==> config.mk <==
export PLATFORM = sky130hd
export DESIGN_NAME = ipsl_ddrphy_rst_req_gen
export DESIGN_NICKNAME = d
export VERILOG_FILES = /design/src/rtl/ipsl_ddrphy_rst_req_gen.sv
export SDC_FILE = /design/constraint.sdc
export NUM_CORES = 1
export LEC_CHECK = 0
export ABC_CLOCK_PERIOD_IN_PS = 1800
export CELL_PAD_IN_SITES_DETAIL_PLACEMENT = 0
export CELL_PAD_IN_SITES_GLOBAL_PLACEMENT = 1
export CORE_MARGIN = 10
export CORE_UTILIZATION = 32
export CTS_BUF_LIST = sky130_fd_sc_hd__clkbuf_4 sky130_fd_sc_hd__clkbuf_8 sky130_fd_sc_hd__clkbuf_16
export DETAILED_ROUTE_END_ITERATION = 10
export PLACE_DENSITY = 0.74
export SKIP_LAST_GASP = 1
export SLEW_MARGIN = 20
export SYNTH_ARGS = -nofsm -noshare
export SYNTH_HDL_FRONTEND = slang
export SYNTH_SLANG_ARGS = --single-unit
==> constraint.sdc <==
create_clock -name clk -period 1.8 [get_ports clk]
set_input_delay 0.45 -clock clk [delete_from_list [all_inputs] [get_ports clk]]
set_output_delay 0.45 -clock clk [all_outputs]
set_load 0.1 [all_outputs]
==> src/rtl/ipsl_ddrphy_rst_req_gen.sv <==
// DDR PHY DQS reset-training initiator: start pulse -> level req held until ack; timeout/retry/err under DDRPHY_RST_REQ_TIMEOUT_EN.
// Latency: req rises 1 cycle after an accepted start (gap expired); done/req-fall 1 cycle after ack.
// No backpressure: starts arriving before service merge into one pending request.
module ipsl_ddrphy_rst_req_gen #(
  parameter int unsigned TIMEOUT_CLK = 64,
  parameter int unsigned MAX_RETRY   = 3,
  parameter int unsigned REQ_LOW_CLK = 4
) (
  input  logic       clk,
  input  logic       rstn,
  input  logic       req_start,
  input  logic       ddrphy_rst_ack,
  output logic       ddrphy_rst_req,
  output logic       busy,
  output logic       done,
  output logic       err,
  output logic [2:0] retry_cnt
);

  if (REQ_LOW_CLK < 3 || REQ_LOW_CLK > 15 || TIMEOUT_CLK < 16 || TIMEOUT_CLK > 255 ||
      MAX_RETRY > 7) begin : g_param_chk
    $error("ipsl_ddrphy_rst_req_gen: parameter out of range");
  end

  typedef enum logic [1:0] {
    ST_IDLE = 2'd0,
    ST_REQ  = 2'd1,
    ST_GAP  = 2'd2
  } state_t;

  localparam logic [3:0] GAP_LOAD = 4'(REQ_LOW_CLK);

  state_t     state_q, state_d;
  logic       ret_req_q, ret_req_d;
  logic [3:0] gap_q, gap_d;
  logic       pend_q, pend_d;
  logic       req_q, req_d;
  logic       done_q, done_d;
  logic       busy_q, busy_d;

`ifdef DDRPHY_RST_REQ_TIMEOUT_EN
  localparam logic [7:0] TO_LAST   = 8'(TIMEOUT_CLK - 1);
  localparam logic [2:0] RETRY_MAX = 3'(MAX_RETRY);

  logic [7:0] to_q, to_d;
  logic [2:0] retry_q, retry_d;
  logic       err_q, err_d;
`endif

  always_comb begin
    state_d   = state_q;
    ret_req_d = ret_req_q;
    pend_d    = pend_q | req_start;
    req_d     = 1'b0;
    done_d    = 1'b0;
`ifdef DDRPHY_RST_REQ_TIMEOUT_EN
    to_d      = to_q;
    retry_d   = retry_q;
    err_d     = err_q;
`endif

    case (state_q)
      ST_IDLE: begin
        if (pend_d && (gap_q == 4'd0)) begin
          pend_d  = 1'b0;
          state_d = ST_REQ;
          req_d   = 1'b1;
`ifdef DDRPHY_RST_REQ_TIMEOUT_EN
          to_d    = 8'd0;
          retry_d = 3'd0;
          err_d   = 1'b0;
`endif
        end
      end
      ST_REQ: begin
        // ack takes priority over a coincident timeout
        if (ddrphy_rst_ack) begin
          done_d    = 1'b1;
          state_d   = ST_GAP;
          ret_req_d = 1'b0;
        end
`ifdef DDRPHY_RST_REQ_TIMEOUT_EN
        else if (to_q == TO_LAST) begin
          state_d = ST_GAP;
          if (retry_q != RETRY_MAX) begin
            retry_d   = retry_q + 3'd1;
            ret_req_d = 1'b1;
          end else begin
            err_d     = 1'b1;
            ret_req_d = 1'b0;
          end
        end else begin
          req_d = 1'b1;
          to_d  = to_q + 8'd1;
        end
`else
        else begin
          req_d = 1'b1;
        end
`endif
      end
      ST_GAP: begin
        if (gap_q == 4'd0) begin
          state_d = ret_req_q ? ST_REQ : ST_IDLE;
          req_d   = ret_req_q;
`ifdef DDRPHY_RST_REQ_TIMEOUT_EN
          to_d    = 8'd0;
`endif
        end
      end
      default: begin
        state_d = ST_IDLE;
      end
    endcase

    // low-time counter: reload on the falling edge, count down while low
    if (req_q && !req_d) begin
      gap_d = GAP_LOAD;
    end else if (!req_q && (gap_q != 4'd0)) begin
      gap_d = gap_q - 4'd1;
    end else begin
      gap_d = gap_q;
    end

    busy_d = (state_d != ST_IDLE) || pend_d;
  end

  always_ff @(posedge clk or negedge rstn) begin
    if (!rstn) begin
      state_q   <= ST_IDLE;
      ret_req_q <= 1'b0;
      gap_q     <= GAP_LOAD;
      pend_q    <= 1'b0;
      req_q     <= 1'b0;
      done_q    <= 1'b0;
      busy_q    <= 1'b0;
    end else begin
      state_q   <= state_d;
      ret_req_q <= ret_req_d;
      gap_q     <= gap_d;
      pend_q    <= pend_d;
      req_q     <= req_d;
      done_q    <= done_d;
      busy_q    <= busy_d;
    end
  end

`ifdef DDRPHY_RST_REQ_TIMEOUT_EN
  always_ff @(posedge clk or negedge rstn) begin
    if (!rstn) begin
      to_q    <= 8'd0;
      retry_q <= 3'd0;
      err_q   <= 1'b0;
    end else begin
      to_q    <= to_d;
      retry_q <= retry_d;
      err_q   <= err_d;
    end
  end

  assign err       = err_q;
  assign retry_cnt = retry_q;
`else
  assign err       = 1'b0;
  assign retry_cnt = 3'd0;
`endif

  assign ddrphy_rst_req = req_q;
  assign done           = done_q;
  assign busy           = busy_q;

endmodule

==> impl_metrics.tcl, run 1 <==
set metrics [dict create \
    status "completed" \
    min_period_ns 1.75 \
    grtUsageTotal 0.0548 \
    cts_tree "built" \
    cts.path.max_buffers 2 \
    syn_area_um2 502 \
    gp_congestion 0.675 \
    crit_type "register to register" \
    overflow 0 \
    cts_setup_buffers 0 \
    chipWidth_um 59.6 \
    io_pins 11 \
    ir_drop_uv 929 \
    drt_wl_total_um 825 \
    crit_fanout 6 \
    synth_cell_type_count 26 \
    tns_ns 0 \
    multi_input_area_um2 208 \
    fin_worst_skew_ns 0.00415 \
    required_ns 1.99 \
    clkTransAtPathRegs_ns 0.06 \
    core_um2 1490 \
    drc 0 \
    start_kind "register" \
    ys.warnings.count 0 \
    first_iter_violations 6 \
    ys_seq_area_frac 0.501 \
    fillerInstances 130 \
    firstDrtPassIters 4 \
    area_growth_pct 27.7 \
    dieArea_um2 3550 \
    grt_setup_unrepaired "yes" \
    end_kind "register" \
    io_buffers 6 \
    p_per_area_nw_per_um2 1950 \
    diodes 0 \
    synth_cells 48 \
    grt_first_pass_wirelength_um 1480 \
    maxCapViolCount 0 \
    fmax_mhz 573 \
    synth_area_per_cell_um2 10.5 \
    hold_class "primary input to asynchronous set/reset pin" \
    ys_seq_elements 10 \
    grt_pass1_vias 356 \
    slew_viol_final 0 \
    cts_sinks 10 \
    hold_viol 0 \
    htree_levels 1 \
    ant_nets 0 \
    layout_common_cells "9 x dfrtp_1, 5 x inv_1, 4 x conb_1, 4 x clkbuf_4" \
    leakagePower_uw 0.000298 \
    finalCritPeriodShare 0.970 \
    grt_max_degree 11 \
    rows 14 \
    worstPathArrival_ns 1.93 \
    nets 64 \
    drive_gt1_frac 0.293 \
    antenna_found_initial 0 \
    vias 324 \
    setup_viol 0 \
    die_y_um 59.6 \
    ctsRootBufferMaster "clkbuf_4" \
    cts_buffers 3 \
    timing.hold.ws_ns 0.492 \
    clkLatencyLatePin_ns 0.26 \
    vias_per_cell 4.38 \
    final_common_cell "dfrtp_1" \
    wl_per_cell_um 11.1 \
    seq_area_um2 251 \
    floorplan.initialDensity 0.337 \
]
-- final timing paths --
check,start,end,slack [ns],cells after the start
worst min register to register,pend_q$_DFF_PN0_,busy$_DFF_PN0_,0.50,2
min in group clk,pend_q$_DFF_PN0_,busy$_DFF_PN0_,0.50,2
worst max register to register,gap_q[1]$_DFFE_PN0P_,gap_q[2]$_DFFE_PN1P_,0.05,5
max in group asynchronous,rstn,gap_q[2]$_DFFE_PN1P_,0.98,1
worst min-delay path,rstn,pend_q$_DFF_PN0_,0.49,1
worst max-delay path,gap_q[1]$_DFFE_PN0P_,gap_q[2]$_DFFE_PN1P_,0.05,5
-- metal layers --
layer,GRT usage,wire [um],vias up
met4,0.0288,17,0
met3,0.0429,82,2
met2,0.0713,341,10
met1,0.0622,384,142
met5,0,0,-
li1,-,-,170
-- critical path: stages (launching register included) --
cell and delay, ns:
dfrtp_1 0.38, inv_1 0.07, ha_2 0.18, or3b_4 0.38
o32a_4 0.35, a221o_1 0.31
-- synthesized netlist by cell type --
master / n / area (um2)
a221o_1: 1 / 10.0
buf_2: 1 / 5.00
buf_4: 4 / 30.0
clkbuf_2: 1 / 5.00
conb_1: 1 / 3.75
dfrtp_1: 9 / 225
dfstp_2: 1 / 26.3
ha_1: 1 / 12.5
inv_1: 5 / 18.8
mux2_2: 1 / 11.3
mux2i_1: 1 / 10.0
nand2_1: 3 / 11.3
nand2b_1: 1 / 6.26
nand3_1: 1 / 5.00
nand3b_1: 1 / 7.51
nor2_1: 3 / 11.3
nor2b_1: 1 / 6.26
nor3_1: 1 / 5.00
nor3b_1: 1 / 7.51
o21ai_0: 1 / 5.00
o22ai_1: 3 / 18.8
o32a_4: 1 / 22.5
or2_2: 2 / 12.5
or2b_1: 1 / 7.51
or3b_1: 1 / 8.76
xnor2_1: 1 / 8.76
-- power by group --
part           internal (uW)  total (uW)  leakage [uW]  switching, uW
Sequential               330         413      0.000120           83.1
Clock                    101         171     0.0000184           70.8
Combinational            314         663      0.000160            349
-- stage by stage --
step	worst slack, ns	total power [uW]	std cells	instance area [um2]	utilization
after floorplan	-0.00861	903	51	522	-
after global placement	0.0491	1080	70	608	0.408
after detailed placement	0.0343	1070	70	608	0.408
after CTS	0.0334	1250	74	638	0.429
after global routing	-0.0187	1360	74	641	0.430
final	0.0544	1250	74	641	0.430
-- area by class of cell --
cell class	instances	share of cell area
Timing Repair Buffer	9	0.176
Multi-Input combinational cell	30	0.324
Inverter	5	0.0293
Sequential cell	10	0.393
Clock buffer	4	0.0469
Tap cell	16	0.0313
-- registers in the layout, summed over array words and instances (netlist names) --
signal,flops
pend_q,1
gap_q,4
ddrphy_rst_req,1
busy,1
state_q,2
done,1
-- kinds of logic (layout without fill, tap and decap cells) --
| logic type | after synthesis | in the layout | share of synthesized area |
|---|---|---|---|
| multiplexers | 2 | 2 | 0.0424 |
| AO/OA/AOI/OAI | 6 | 6 | 0.112 |
| flip-flops | 10 | 10 | 0.501 |
| adder cells (fa/ha/maj) | 1 | 1 | 0.0249 |
| XOR/XNOR | 1 | 1 | 0.0175 |
| buffers and inverters | 11 | 18 | 0.117 |
| other | 1 | 4 | 0.00747 |
| AND/OR/NAND/NOR | 16 | 16 | 0.177 |
-- timing repair --
item                                    CTS  global route
gates resized for setup                   0             1
endpoints found under the setup margin    0             1
hold buffers                              0             0
(Power assumes the default switching activity.)
==> run 2, diff against run 1 <==
--- a/config.mk
+++ b/config.mk
@@ -13,7 +13,6 @@
 export CTS_BUF_LIST = sky130_fd_sc_hd__clkbuf_4 sky130_fd_sc_hd__clkbuf_8 sky130_fd_sc_hd__clkbuf_16
 export DETAILED_ROUTE_END_ITERATION = 10
 export PLACE_DENSITY = 0.74
-export SKIP_LAST_GASP = 1
 export SLEW_MARGIN = 20
 export SYNTH_ARGS = -nofsm -noshare
 export SYNTH_HDL_FRONTEND = slang
==> run 2 against run 1 <==
Effect of this change:
- worst hold slack is the same
- global-route usage did not move
- sequential power hardly changed
- critical path depth did not move
- combinational power is 3.2% higher
- core utilization grew 0.67 points
- sequential share of layout area is 0.60 points lower
- clock skew unchanged
- register-to-register slack improved by 0.03 ns
- routed wire length is 0.73% higher
- maximum frequency is 1.9% higher
- setup slack improved by 0.032 ns
==> impl_metrics.tcl, run 2 (synthesis results as in run 1) <==
set metrics [dict create \
    regMostFlops "gap_q" \
    drc 0 \
    drt_wl_total_um 831 \
    dieArea_um2 3550 \
    hold_viol 0 \
    combPwrFrac 0.538 \
    vias 324 \
    cp_slowest_cell "dfrtp_1" \
    cp_cell_sequence "inv_1 -> ha_4 -> or3b_4 -> o32a_4 -> a221o_1" \
    ir_drop_uv 929 \
    worstPathArrival_ns 1.90 \
    floorplan.initialDensity 0.337 \
    grt_first_pass_wirelength_um 1480 \
    fmax_mhz 584 \
    antenna_found_initial 0 \
    crit_fanout 6 \
    final_common_cell "dfrtp_1" \
    p_per_area_nw_per_um2 1950 \
    required_ns 1.99 \
    gp_congestion 0.675 \
    end_kind "register" \
    route.top_layer_used "met4" \
    place_ws_ns 0.0343 \
    path_depth 5 \
    internal-power_uw 755 \
    die_y_um 59.6 \
    pwr-share-seq 0.327 \
    start_kind "register" \
    setup_viol 0 \
    cts_buffers 3 \
    rows 14 \
    route.met3.wl_um 82 \
    layout_common_cells "9 x dfrtp_1, 4 x inv_1, 4 x conb_1, 4 x clkbuf_4" \
    wl_per_cell_um 11.2 \
    place_inst 70 \
    cts_sinks 10 \
    timing.hold.ws_ns 0.492 \
    hold_class "primary input to asynchronous set/reset pin" \
    cts.path.max_buffers 2 \
    drive_gt1_frac 0.310 \
    cp.buffers_inverters 1 \
    maxCapViolCount 0 \
    io_pins 11 \
    grt_pass1_vias 356 \
    fin_worst_skew_ns 0.00415 \
    p_switching_uw 515 \
    slew_viol_final 0 \
    crit_family "compound AO/OA/AOI/OAI gates" \
    finalCritPeriodShare 0.952 \
    core_um2 1490 \
    worst_r2r_path_depth 5 \
    status "completed" \
    diodes 0 \
    grt_max_degree 11 \
    swShare 0.406 \
    fin_cells 74 \
    cts_setup_buffers 0 \
    cpPeakStageDelay_ns 0.38 \
    first_iter_violations 6 \
    leakagePower_uw 0.000299 \
    chipWidth_um 59.6 \
    io_buffers 6 \
    crit_type "register to register" \
    largest_reg_flops 4 \
    reg_top3 "gap_q (4), state_q (2)" \
    area_growth_pct 29.7 \
    wl_met1_um 389 \
    ctsRootBufferMaster "clkbuf_4" \
    firstDrtPassIters 4 \
    clkTransAtPathRegs_ns 0.06 \
    clkLatencyLatePin_ns 0.26 \
    grtUsageTotal 0.0548 \
    nets 64 \
    overflow 0 \
    grt_setup_unrepaired "no" \
    min_period_ns 1.71 \
    postLayoutSetupSlackWorst_ns 0.0867 \
    cts_tree "built" \
    vias_per_cell 4.38 \
    pwr-share-clk 0.135 \
    power_uw 1270 \
    htree_levels 1 \
    ant_nets 0 \
    tns_ns 0 \
    wl_met2_um 341 \
]
-- run 2: path summary, 6_finish.rpt --
| check | from | endpoint | slack, ns |
|---|---|---|---|
| min in group clk | pend_q$_DFF_PN0_ | busy$_DFF_PN0_ | 0.50 |
| max in group asynchronous | rstn | gap_q[2]$_DFFE_PN1P_ | 0.98 |
| worst min-delay path | rstn | pend_q$_DFF_PN0_ | 0.49 |
| worst max-delay path | gap_q[0]$_DFFE_PN0P_ | gap_q[2]$_DFFE_PN1P_ | 0.09 |
| worst min register to register | pend_q$_DFF_PN0_ | busy$_DFF_PN0_ | 0.50 |
| worst max register to register | gap_q[0]$_DFFE_PN0P_ | gap_q[2]$_DFFE_PN1P_ | 0.09 |
-- run 2: layer usage --
metal  vias up  global-route usage
met4         0              0.0288
met1       142              0.0622
met5         -                   0
li1        170                   -
met2        10              0.0713
met3         2              0.0429
-- run 2: what timing repair did --
action,in CTS,in global routing
setup endpoints to repair,0,1
hold buffers,0,0
gates resized for setup,0,3
-- run 2: stage by stage --
step	utilization	instance area, um2
finish	0.437	651
global route	0.437	651
CTS	0.429	638
detailed placement	0.408	608
global placement	0.408	608
floorplan	-	522
-- run 2: area by class of cell --
class                      instances  area (um2)
fill                             129         838
sequential                        10         251
multi-input combinational         30         218
timing repair buffer               9         113
clock buffer                       4        30.0
tap                               16        20.0
inverter                           5        18.8
-- run 2: power by group through the flow --
stage | combinational (uW) | clock, uW | sequential (uW)
after floorplan | 402 | 0 | 501
after global placement | 663 | 0 | 413
after detailed placement | 660 | 0 | 415
after CTS | 663 | 182 | 410
after global routing | 763 | 193 | 431
final | 684 | 171 | 415
-- run 2: worst register-to-register path: stages, from the launching register on --
cell and delay [ns]:
dfrtp_1 0.38, inv_1 0.09, ha_4 0.13, or3b_4 0.38, o32a_4 0.35, a221o_1 0.31
